### src/rtl/riscv_pkg.sv
// Shared types and constants for the pipeline's memory-side blocks.
package riscv_pkg;

  localparam int SB_DEPTH = 4;

  typedef enum logic {
    SB_IDLE = 1'b0,
    SB_REQ  = 1'b1
  } sb_state_e;

endpackage

### src/rtl/store_buffer_fifo.sv
// Circular store queue: wrapping head/tail pointers, occupancy count, entry storage.
// Exposes every entry plus the head as it will look after this edge.
module store_buffer_fifo
  import riscv_pkg::*;
#(
  parameter  int DEPTH = SB_DEPTH,
  parameter  int XLEN  = 32,
  localparam int PTR_W = $clog2(DEPTH)
) (
  input  logic                            clk,
  input  logic                            reset,
  input  logic                            push,
  input  logic                            pop,
  input  logic [XLEN-1:0]                 push_addr,
  input  logic [XLEN-1:0]                 push_data,
  output logic [PTR_W:0]                  count,
  output logic [PTR_W-1:0]                head_ptr,
  output logic [DEPTH-1:0][XLEN-1:0]      ent_addr,
  output logic [DEPTH-1:0][XLEN-1:0]      ent_data,
  output logic [XLEN-1:0]                 nxt_addr,
  output logic [XLEN-1:0]                 nxt_data
);

  logic [PTR_W-1:0]                 head_q, head_d, tail_q, tail_d;
  logic [PTR_W:0]                   count_q, count_d;
  logic [DEPTH-1:0][XLEN-1:0]       addr_q, addr_d, data_q, data_d;

  always_comb begin
    head_d  = pop  ? head_q + 1'b1 : head_q;
    tail_d  = push ? tail_q + 1'b1 : tail_q;
    count_d = count_q;
    unique case ({push, pop})
      2'b10:   count_d = count_q + 1'b1;
      2'b01:   count_d = count_q - 1'b1;
      default: count_d = count_q;
    endcase
    addr_d = addr_q;
    data_d = data_q;
    if (push) begin
      addr_d[tail_q] = push_addr;
      data_d[tail_q] = push_data;
    end
    // Reading the post-write array gives the new head even when it is the entry being pushed.
    nxt_addr = addr_d[head_d];
    nxt_data = data_d[head_d];
  end

  always_ff @(posedge clk) begin
    if (reset) begin
      head_q  <= '0;
      tail_q  <= '0;
      count_q <= '0;
    end else begin
      head_q  <= head_d;
      tail_q  <= tail_d;
      count_q <= count_d;
    end
  end

  always_ff @(posedge clk) begin
    addr_q <= addr_d;
    data_q <= data_d;
  end

  assign count    = count_q;
  assign head_ptr = head_q;
  assign ent_addr = addr_q;
  assign ent_data = data_q;

endmodule

### src/rtl/store_buffer.sv
// M-stage store buffer: queues stores and drains them in order through a req/ack port.
// Define STORE_BUFFER_FWD_EN for store-to-load forwarding; otherwise loads stall until empty.
module store_buffer
  import riscv_pkg::*;
#(
  parameter int DEPTH = SB_DEPTH,
  parameter int XLEN  = 32
) (
  input  logic            clk,
  input  logic            reset,
  input  logic            MemWriteM,
  input  logic [XLEN-1:0] ALUResultM,
  input  logic [XLEN-1:0] WriteDataM,
  input  logic            MemReadM,
  output logic            StallM,
  output logic            FwdHitM,
  output logic [XLEN-1:0] FwdDataM,
  output logic            mem_req,
  output logic [XLEN-1:0] mem_addr,
  output logic [XLEN-1:0] mem_wdata,
  input  logic            mem_ack
);

  localparam int             PTR_W    = $clog2(DEPTH);
  localparam logic [PTR_W:0] FULL_CNT = (PTR_W+1)'(DEPTH);
  localparam logic [PTR_W:0] ONE_CNT  = (PTR_W+1)'(1);

  sb_state_e                   state_q, state_d;
  logic                        mem_req_q, mem_req_d;
  logic [XLEN-1:0]             mem_addr_q, mem_addr_d, mem_wdata_q, mem_wdata_d;
  logic                        push, pop, stall;
  logic [PTR_W:0]              count;
  logic [PTR_W-1:0]            head_ptr;
  logic [DEPTH-1:0][XLEN-1:0]  ent_addr, ent_data;
  logic [XLEN-1:0]             nxt_addr, nxt_data;

  store_buffer_fifo #(.DEPTH(DEPTH), .XLEN(XLEN)) u_fifo (
    .clk       (clk),
    .reset     (reset),
    .push      (push),
    .pop       (pop),
    .push_addr (ALUResultM),
    .push_data (WriteDataM),
    .count     (count),
    .head_ptr  (head_ptr),
    .ent_addr  (ent_addr),
    .ent_data  (ent_data),
    .nxt_addr  (nxt_addr),
    .nxt_data  (nxt_data)
  );

  // A full buffer rejects the store even if the head drains on the same edge.
  always_comb begin
`ifdef STORE_BUFFER_FWD_EN
    stall = MemWriteM & (count == FULL_CNT);
`else
    stall = (MemWriteM & (count == FULL_CNT)) | (MemReadM & (count != '0));
`endif
    push = MemWriteM & ~stall;
    pop  = (state_q == SB_REQ) & mem_ack;
  end

  always_comb begin
    state_d = state_q;
    unique case (state_q)
      SB_IDLE: if (count != '0) state_d = SB_REQ;
      SB_REQ:  if (mem_ack && count == ONE_CNT && !push) state_d = SB_IDLE;
      default: state_d = SB_IDLE;
    endcase
    mem_req_d   = (state_d == SB_REQ);
    mem_addr_d  = mem_req_d ? nxt_addr : '0;
    mem_wdata_d = mem_req_d ? nxt_data : '0;
  end

  always_ff @(posedge clk) begin
    if (reset) begin
      state_q     <= SB_IDLE;
      mem_req_q   <= 1'b0;
      mem_addr_q  <= '0;
      mem_wdata_q <= '0;
    end else begin
      state_q     <= state_d;
      mem_req_q   <= mem_req_d;
      mem_addr_q  <= mem_addr_d;
      mem_wdata_q <= mem_wdata_d;
    end
  end

`ifdef STORE_BUFFER_FWD_EN
  logic            fwd_hit;
  logic [XLEN-1:0] fwd_data;
  logic [PTR_W-1:0] idx;

  // Walk oldest to youngest so the youngest match wins.
  always_comb begin
    fwd_hit  = 1'b0;
    fwd_data = '0;
    idx      = '0;
    if (MemReadM) begin
      for (int k = 0; k < DEPTH; k++) begin
        idx = head_ptr + PTR_W'(k);
        if ((PTR_W+1)'(k) < count && ent_addr[idx][XLEN-1:2] == ALUResultM[XLEN-1:2]) begin
          fwd_hit  = 1'b1;
          fwd_data = ent_data[idx];
        end
      end
    end
  end

  assign FwdHitM  = fwd_hit;
  assign FwdDataM = fwd_data;
`else
  logic fwd_unused;
  assign fwd_unused = ^{head_ptr, ent_addr, ent_data};
  assign FwdHitM    = 1'b0;
  assign FwdDataM   = '0;
`endif

  assign StallM    = stall;
  assign mem_req   = mem_req_q;
  assign mem_addr  = mem_addr_q;
  assign mem_wdata = mem_wdata_q;

endmodule
### config.mk
export PLATFORM = sky130hd
export DESIGN_NAME = store_buffer
export DESIGN_NICKNAME = d
export VERILOG_FILES = /design/src/rtl/riscv_pkg.sv /design/src/rtl/store_buffer_fifo.sv /design/src/rtl/store_buffer.sv
export SDC_FILE = /design/constraint.sdc
export NUM_CORES = 1
export LEC_CHECK = 0
export BUFFER_PORTS_ARGS = -buffer_cell sky130_fd_sc_hd__buf_2
export CORE_MARGIN = 3
export CORE_UTILIZATION = 55
export DETAILED_ROUTE_END_ITERATION = 8
export MAX_ROUTING_LAYER = met4
export PLACE_DENSITY = 0.76
export SYNTH_ARGS = -nofsm -noshare
export SYNTH_HDL_FRONTEND = slang
export SYNTH_SLANG_ARGS = --single-unit
### constraint.sdc
create_clock -name clk -period 3.74 [get_ports clk]
set_input_delay 0.374 -clock clk [delete_from_list [all_inputs] [get_ports clk]]
set_output_delay 0.374 -clock clk [all_outputs]
set_load 0.05 [all_outputs]
==> results of run 1 <==
## critical path: cells and delay by family, from the launching register on
| kind | cells | cell delay, ns |
|---|---|---|
| flops | 1 | 0.35 |
| simple gates | 2 | 0.63 |
| fa+ha+maj | 1 | 0.29 |
| compound gates | 2 | 0.48 |
| buf+inv | 2 | 0.44 |
| mux | 1 | 0.58 |
## per-stage QoR
step / cell area (sq um) / worst slack (ns) / cells / util [%] / hold WS (ns)
after global routing: 15600 / 0.681 / 1967 / 64.0 / 0.122
after floorplan: 13900 / 1.47 / 1566 / - / 0.417
after global placement: 14500 / 1.02 / 1903 / 59.3 / 0.426
final: 15600 / 0.906 / 1968 / 64.0 / 0.114
after detailed placement: 14500 / 0.945 / 1903 / 59.3 / 0.433
after CTS: 15600 / 0.903 / 1962 / 63.9 / 0.102
## sequential cells by signal, indices dropped and copies added, names as in the netlist
| register | cells |
|---|---|
| mem_req | 1 |
| u_fifo.head_ptr | 2 |
| u_fifo.tail_q | 2 |
| u_fifo.ent_data | 128 |
| mem_wdata | 32 |
| mem_addr | 32 |
| u_fifo.count | 3 |
| u_fifo.ent_addr | 128 |
## worst min-delay path by stage
stage	endpoint	slack, ns	depth (start not counted)
after floorplan	u_fifo.ent_addr[65]	0.42	2
after CTS	u_fifo.ent_data[91]	0.10	3
after global placement	u_fifo.ent_addr[123]	0.43	2
final	u_fifo.ent_data[91]	0.11	3
after global routing	u_fifo.ent_data[92]	0.12	3
after detailed placement	u_fifo.ent_addr[84]	0.43	2
## cells in the final DEF (no fill, tap or decap), types with 2 or more instances in the layout
cell type	synthesis	final
nand2_1	392	390
dfxtp_1	328	327
buf_2	43	134
a21oi_1	90	90
a211oi_1	65	65
a311o_1	64	64
inv_1	51	51
mux2i_1	45	44
and3_1	44	43
a21o_1	43	43
a221o_1	43	43
mux2_2	42	42
clkbuf_16	0	37
conb_1	1	33
buf_4	51	30
nor2_1	27	27
a22oi_1	23	23
o21ai_0	22	22
o22a_1	21	21
nor3_1	21	21
a221oi_1	21	21
clkbuf_8	0	10
ha_1	9	9
clkbuf_1	49	8
diode_2	0	6
clkinv_2	0	4
buf_12	0	4
nand2_4	1	2
and2_1	3	2
nand3_1	3	2
xor2_1	2	2
## cells by family after synthesis
group,Yosys count,share of synthesized area (%)
adders and majority gates,9,0.817
AOI/OAI and AO/OA,399,22.2
DFF,328,47.6
muxes,87,6.70
buffers and inverters,206,7.39
other,1,0.0272
xor gates and xnor gates,4,0.309
and+or+nand+nor,500,15.0
## final cells by class
type                    instances  area share (%)
flip-flops and latches        328            42.0
multi-input cells            1032            40.8
clock buffers                  55            6.99
repair buffers                168            6.24
well taps                     324            2.59
inverters                      51            1.22
clock inverters                 4           0.128
diodes                          6          0.0960
## report_power, final
group / internal, mW / switching [mW] / total, mW / leakage, nW
registers: 5.12 / 0.715 / 5.84 / 2.73
logic: 2.24 / 3.77 / 6.01 / 4.36
clock network: 2.00 / 1.35 / 3.34 / 0.553
total: 9.36 / 5.83 / 15.2 / 7.65
## metal layers
metal | track usage [%] | wire, um | vias up
met3 | 5.17 | 2640 | 99
met2 | 42.4 | 16700 | 451
met1 | 32.1 | 14900 | 5586
met5 | - | 0 | -
li1 | - | - | 5556
met4 | 10.0 | 1110 | 0
==> impl_metrics.toml, run 1 <==
[status]
outcome = "finished clean"

[critical_path]
crit_path_start = "u_fifo.count[0]"
crit_fanout = 20
crit_end = "mem_wdata[13]"
crit_type = "reg -> reg"
r2r_start = "u_fifo.count[0]"
cpPeakStageDelay_ns = 0.58
cp-end-kind = "flip-flop"
worstReg2RegEnd = "mem_wdata[13]"
cp-start-kind = "flip-flop"
critPathRequiredTime_ns = 4.18
rr_worst_depth = 8
cp.arrival_ns = 3.28
path_cells = "inv_1 -> ha_1 -> mux2i_4 -> and2_2 -> buf_4 -> nand2_1 -> a311o_1 -> a21oi_1"
r2r_slack_ns = 0.91
critPathSlowestCell = "mux2i_4"

[floorplanning]
io_pins = 168
die_area_sq_um = 27000
die_h_um = 164
core-area_sq_um = 24500
rows = 57
die_x_um = 164
start_util_pct = 56.4

[sta]
fin_crit_sh_pct = 75.8
tns_ns = 0
final_hold_viol_count = 0
fmax_mhz = 353
drv_slew = 0
setup_viol = 0
period_minus_slack_ns = 2.83
skew_ns = 0.0110
worst_slew_pin_slew_ns = 1.04
max_slew_margin_pct = 30.7
rsz0062_at_grt = "false"

[finish]
register_area_sq_um = 6570
fillers = 2015
areaGrowthSynthToFinish_pct = 13.5
drive_gt1_share_pct = 16.8
multi_input_area_sq_um = 6380
finalNetCount = 1694

[clock_tree]
cts_setup_buffers = 0
cts_hold_buf = 0
clock_latency_ns = 0.51
clockBufferDepth = 3
cts-root-buf = "clkbuf_16"
postCtsResizedCells = 0
cts_tree = "done"
cts-htree-levels = 2
cts_buffers = 35
path_clk_slew_ns = 0.06
clock_sinks = 328

[grt]
antenna_found_initial = 5
grt_max_degree = 131
globalRouteTotalUtil_pct = 26.0
grt_pass1_vias = 11106
grt_pass1_wl_um = 55800
gr-total-overflow = 0

[synthesis]
synth_common_cells = "nand2_1 (392), dfxtp_1 (328), a21oi_1 (90)"
synth_area_leaders = "dfxtp_1 (48%), nand2_1 (11%), a311o_1 (4.6%)"
yosys_warnings = 0
synth_top_area_share_pct = 47.6
synth_top_area_cell = "dfxtp_1"
synthDistinctLibCells = 44
synth_most_common_cell = "nand2_1"
ys_ff_latch = 328
synth_edf_count = 0
ys_seq_area_share_pct = 47.6
synth_cells = 1534
avgSynthCellArea_sq_um = 8.99
synth_flop_cell = "dfxtp_1"
synth.cell_area_sq_um = 13800
ys_async_sr_fraction_pct = 0

[job]
drv_cap = 0

[pwr]
p_leak_nw = 7.65
power_mw = 15.2
ir_worst_vdd_mv = 0.647
power.density_nw_per_um2 = 971

[route]
drc_errors = 0
drt_pre_antenna_iters = 6
wl_um = 35400
drt_iter0_markers = 1056
ant_nets = 0
avgViaCountPerCell = 5.94
wl_per_cell_um = 18.0
routed-via-count = 11692

[place]
post-dp-hpwl_um = 20700
io_buffers = 134
gp_congestion = 0.830

[min_path]
hp-start = "WriteDataM[27]"
min_path_type = "in -> reg"
No activity file was read; power rests on OpenSTA's default activity.
==> inputs of run 2 (changes only) <==
--- a/config.mk
+++ b/config.mk
@@ -7,10 +7,10 @@
 export LEC_CHECK = 0
 export BUFFER_PORTS_ARGS = -buffer_cell sky130_fd_sc_hd__buf_2
 export CORE_MARGIN = 3
-export CORE_UTILIZATION = 55
+export CORE_UTILIZATION = 52
 export DETAILED_ROUTE_END_ITERATION = 8
 export MAX_ROUTING_LAYER = met4
-export PLACE_DENSITY = 0.76
+export PLACE_DENSITY = 0.75
 export SYNTH_ARGS = -nofsm -noshare
 export SYNTH_HDL_FRONTEND = slang
 export SYNTH_SLANG_ARGS = --single-unit
==> constraint.sdc (replaced) <==
create_clock -name clk -period 2.5 [get_ports clk]
set_input_delay 0.25 -clock clk [delete_from_list [all_inputs] [get_ports clk]]
set_output_delay 0.25 -clock clk [all_outputs]
set_load 0.05 [all_outputs]
==> impl_metrics.toml, run 2 (synthesized netlist as in run 1, its figures left out) <==
[critical_path]
critPathRequiredTime_ns = 2.88
cp.arrival_ns = 2.75
crit_type = "reg -> reg"
cpPeakStageDelay_ns = 0.41
path_buf_inv = 3
path_cells = "inv_1 -> ha_1 -> buf_4 -> nand2b_1 -> a2111oi_2 -> or4b_1 -> buf_12 -> nor3_1 -> a311o_1"
critPathSlowestCell = "a2111oi_2"
critPathTopFamily = "compound AO/OA/AOI/OAI gates"
cp-end-kind = "flip-flop"
cp-start-kind = "flip-flop"
crit_fanout = 21

[floorplanning]
die_x_um = 169
start_util_pct = 53.8
core-area_sq_um = 25600
io_pins = 168
die_area_sq_um = 28500
die_h_um = 169
rows = 58

[place]
dpl_cell_area_sq_um = 14800
post-dp-hpwl_um = 21500
gp_congestion = 0.811
io_buffers = 134
dp.cells = 1926
pre_cts_ws_ns = 0.0303

[sta]
worst_slew_pin_slew_ns = 0.991
final_hold_viol_count = 0
setup_viol = 0
setup_slack_ns = 0.129
max_slew_margin_pct = 33.9
skew_ns = 0.00845
fin_crit_sh_pct = 94.8
tns_ns = 0
drv_slew = 0
period_minus_slack_ns = 2.37
rsz0062_at_grt = "false"
fmax_mhz = 422

[route]
wl_per_cell_um = 17.9
avgViaCountPerCell = 5.80
routed-via-count = 11814
drc_errors = 0
ant_nets = 0
wl_um = 36600
drt_iter0_markers = 873
drt_pre_antenna_iters = 5

[finish]
final_common_cell = "nand2_1"
mostFrequentLayoutCells = "nand2_1 (390), dfxtp_1 (327), buf_2 (134), a21oi_1 (90), a211oi_1 (65)"
fin_util_pct = 64.2
drive_gt1_share_pct = 17.4
areaGrowthSynthToFinish_pct = 19.3
design_area_sq_um = 16400
finalNetCount = 1759
fin_cells = 2037
fillers = 2088

[clock_tree]
cts_buffers = 35
cts-root-buf = "clkbuf_16"
clockBufferDepth = 3
cts-htree-levels = 2
cts_tree = "done"
clock_latency_ns = 0.51
path_clk_slew_ns = 0.06
clock_sinks = 328

[grt]
grt_pass1_wl_um = 58800
grt_max_degree = 87
globalRouteTotalUtil_pct = 25.6
gr-total-overflow = 0
grt_pass1_vias = 11549
antenna_found_initial = 3

[status]
outcome = "finished clean"

[min_path]
min_path_type = "in -> reg"

[pwr]
ir_worst_vdd_mv = 0.903
power.density_nw_per_um2 = 1420
p_leak_nw = 8.00

[job]
drv_cap = 0
-- run 2: changes by cell type in the layout (fill, tap and decap cells not counted), moves of 3 or more --
cell           previous run  this run
dlygate4sd3_1             0        46
buf_12                    4        14
buf_4                    30        39
bufinv_16                 0         3
clkinv_2                  4         1
diode_2                   6         3
-- run 2: layout make-up --
| type | instances | area (sq um) | share of cell area (%) |
|---|---|---|---|
| sequential | 328 | 6570 | 39.9 |
| multi-input combinational | 1032 | 6380 | 38.8 |
| timing repair buffer | 233 | 1700 | 10.4 |
| clock buffer | 53 | 1050 | 6.41 |
| tap | 330 | 413 | 2.51 |
| inverter | 51 | 191 | 1.16 |
| clock inverter | 7 | 128 | 0.776 |
| antenna | 3 | 7.51 | 0.0456 |
-- run 2: power breakdown --
group	switching (mW)	internal [mW]	total (mW)
registers	1.04	7.66	8.70
logic	5.77	3.65	9.43
clock network	2.04	3.22	5.27
-- run 2: stage by stage --
| stage | hold WS, ns | total power, mW |
|---|---|---|
| after floorplan | 0.349 | 15.5 |
| after global placement | 0.425 | 17.7 |
| after detailed placement | 0.432 | 18.0 |
| after CTS | 0.000402 | 23.4 |
| after global routing | 0.0143 | 24.7 |
| final | 0.0142 | 23.4 |
-- run 2: metal layers --
| metal | GRT usage, % | up-vias | wire [um] |
|---|---|---|---|
| met4 | 8.72 | 0 | 828 |
| met3 | 3.57 | 72 | 2110 |
| met2 | 42.6 | 414 | 17500 |
| met1 | 32.1 | 5635 | 16100 |
| met5 | - | - | 0 |
| li1 | - | 5693 | - |
-- run 2: path summary, 6_finish.rpt --
path                                            end  cells after the start  slack (ns)                start
worst min-delay path            u_fifo.ent_data[84]                      3        0.01       WriteDataM[20]
worst min register to register  u_fifo.ent_addr[75]                      2        0.45  u_fifo.ent_addr[75]
worst max register to register        mem_wdata[30]                      9        0.13      u_fifo.count[1]
worst max-delay path                  mem_wdata[30]                      9        0.13      u_fifo.count[1]
-- run 2: what timing repair did --
action	in CTS	in global routing
setup endpoints to repair	0	57
hold endpoints to repair	63	0
gates resized for setup	0	1
hold buffers	46	0
setup buffers	0	2
-- run 2: worst reg2reg max path: stages (launching register included) --
cell	delay [ns]
dfxtp_1	0.33
inv_1	0.08
ha_1	0.25
buf_4	0.16
nand2b_1	0.14
a2111oi_2	0.41
or4b_1	0.22
buf_12	0.19
nor3_1	0.08
a311o_1	0.37
==> inputs of run 3 (changes only) <==
--- a/config.mk
+++ b/config.mk
@@ -5,10 +5,11 @@
 export SDC_FILE = /design/constraint.sdc
 export NUM_CORES = 1
 export LEC_CHECK = 0
-export BUFFER_PORTS_ARGS = -buffer_cell sky130_fd_sc_hd__buf_2
+export BUFFER_PORTS_ARGS = -buffer_cell sky130_fd_sc_hd__buf_4
 export CORE_MARGIN = 3
 export CORE_UTILIZATION = 52
 export DETAILED_ROUTE_END_ITERATION = 8
+export GPL_TIMING_DRIVEN = 0
 export MAX_ROUTING_LAYER = met4
 export PLACE_DENSITY = 0.75
 export SYNTH_ARGS = -nofsm -noshare
==> impl_metrics.toml, run 3 (synthesized netlist as in run 1, its figures left out) <==
[critical_path]
r2r_start = "u_fifo.count[1]"
r2r_slack_ns = 0.12
rr_worst_depth = 9
critPathRequiredTime_ns = 2.93
cp.arrival_ns = 2.80
crit_fanout = 10
crit_type = "reg -> reg"
cp-end-kind = "flip-flop"
worstReg2RegEnd = "mem_wdata[10]"
cp-start-kind = "flip-flop"

[grt]
antenna_found_initial = 1
globalRouteTotalUtil_pct = 26.9
grt_max_degree = 14
grt_pass1_wl_um = 61400
grt_pass1_vias = 11856
gr-total-overflow = 0

[sta]
setup_slack_ns = 0.123
final_hold_viol_count = 0
rsz0062_at_grt = "false"
drv_slew = 0
fmax_mhz = 421
period_minus_slack_ns = 2.38
fin_crit_sh_pct = 95.1
max_slew_margin_pct = 55.7
skew_ns = 0.00868
worst_slew_pin_slew_ns = 0.665
setup_viol = 0

[job]
drv_cap = 0

[clock_tree]
cts_buffers = 34
clock_latency_ns = 0.51
cts_tree = "done"
path_clk_slew_ns = 0.06
cts-root-buf = "clkbuf_16"
cts-htree-levels = 2
clock_sinks = 328
clockBufferDepth = 3
cts_setup_buffers = 0

[pwr]
p_leak_nw = 8.34
ir_worst_vdd_mv = 0.958
power_mw = 23.5
power.density_nw_per_um2 = 1370

[route]
drc_errors = 0
wl_um = 38900
drt_pre_antenna_iters = 6
avgViaCountPerCell = 5.73
drt_iter0_markers = 1130
routed-via-count = 12310
wl_per_cell_um = 18.1
ant_nets = 0

[floorplanning]
die_area_sq_um = 28500
io_pins = 168
core-area_sq_um = 25600
start_util_pct = 53.8
die_x_um = 169
die_h_um = 169
rows = 58

[min_path]
hp-start = "reset"
hold_end = "u_fifo.count[0]"
hold_depth = 2
min_path_type = "in -> reg"

[finish]
mostFrequentLayoutCells = "nand2_1 (392), dfxtp_1 (327), buf_4 (188), a21oi_1 (88), a211oi_1 (65)"
areaGrowthSynthToFinish_pct = 24.7
drive_gt1_share_pct = 19.3
fillers = 2077
fin_cells = 2149
design_area_sq_um = 17200
final_common_cell = "nand2_1"
register_area_sq_um = 6570
multi_input_area_sq_um = 6380
finalNetCount = 1876

[place]
pre_cts_ws_ns = -0.233
gp_congestion = 0.856
dpl_cell_area_sq_um = 15300
post-dp-hpwl_um = 25700
dp.cells = 2028
io_buffers = 132

[status]
outcome = "finished clean"
==> run 3: area by class of cell <==
| cell class | instances | share of cell area, % |
|---|---|---|
| repair buffers | 196 | 9.49 |
| clock buffers | 53 | 6.20 |
| inverters | 51 | 1.11 |
| plain buffers | 155 | 5.25 |
| well taps | 330 | 2.40 |
| clock inverters | 3 | 0.233 |
| flip-flops and latches | 328 | 38.2 |
| diodes | 1 | 0.0146 |
| multi-input cells | 1032 | 37.1 |
==> run 3: power by group <==
group / switching [mW] / total [mW] / internal (mW)
Combinational: 5.91 / 9.80 / 3.89
Sequential: 1.04 / 8.71 / 7.66
Clock: 1.98 / 5.00 / 3.02
Total: 8.94 / 23.5 / 14.6
==> run 3: worst max-delay path by stage <==
stage | start | endpoint | slack [ns] | cells after the start
2_1_floorplan | u_fifo.count[0] | u_fifo.count[2] | 0.23 | 9
3_3_place_gp | u_fifo.count[0] | u_fifo.count[2] | -0.17 | 9
3_5_place_dp | u_fifo.count[0] | u_fifo.count[2] | -0.23 | 9
4_1_cts | u_fifo.count[1] | mem_wdata[2] | 0.006 | 10
5_1_grt | u_fifo.tail_q[1] | mem_wdata[10] | 0.004 | 9
6_report | u_fifo.count[1] | mem_wdata[10] | 0.12 | 9
==> run 3: stage by stage <==
stage / utilization, % / hold slack [ns] / setup TNS [ns]
after global placement: 59.8 / 0.425 / -1.97
final: 67.1 / 0.130 / 0
after CTS: 66.7 / 0.0992 / 0
after floorplan: - / 0.349 / 0
after global routing: 67.1 / 0.159 / 0
after detailed placement: 59.8 / 0.432 / -4.75
==> run 3: critical path: stages, from the launching register on <==
cell and delay, ns:
dfxtp_1 0.33, inv_2 0.11, ha_4 0.18, mux2i_4 0.28, buf_4 0.20, nand3_1 0.10, nand2_1 0.14, clkbuf_1 0.50
o22a_1 0.22, a311o_1 0.23
==> run 3: per-layer routing <==
layer / routed length, um / global-route usage [%]
met1: 16400 / 34.5
met4: 979 / 8.40
met2: 18600 / 43.9
met3: 2980 / 4.51
met5: 0 / -
==> run 3: timing repair <==
item | in CTS | in global routing
endpoints found under the hold margin | 123 | 0
setup endpoints to repair | 189 | 159
hold buffers | 64 | 0
gates resized for setup | 14 | 53
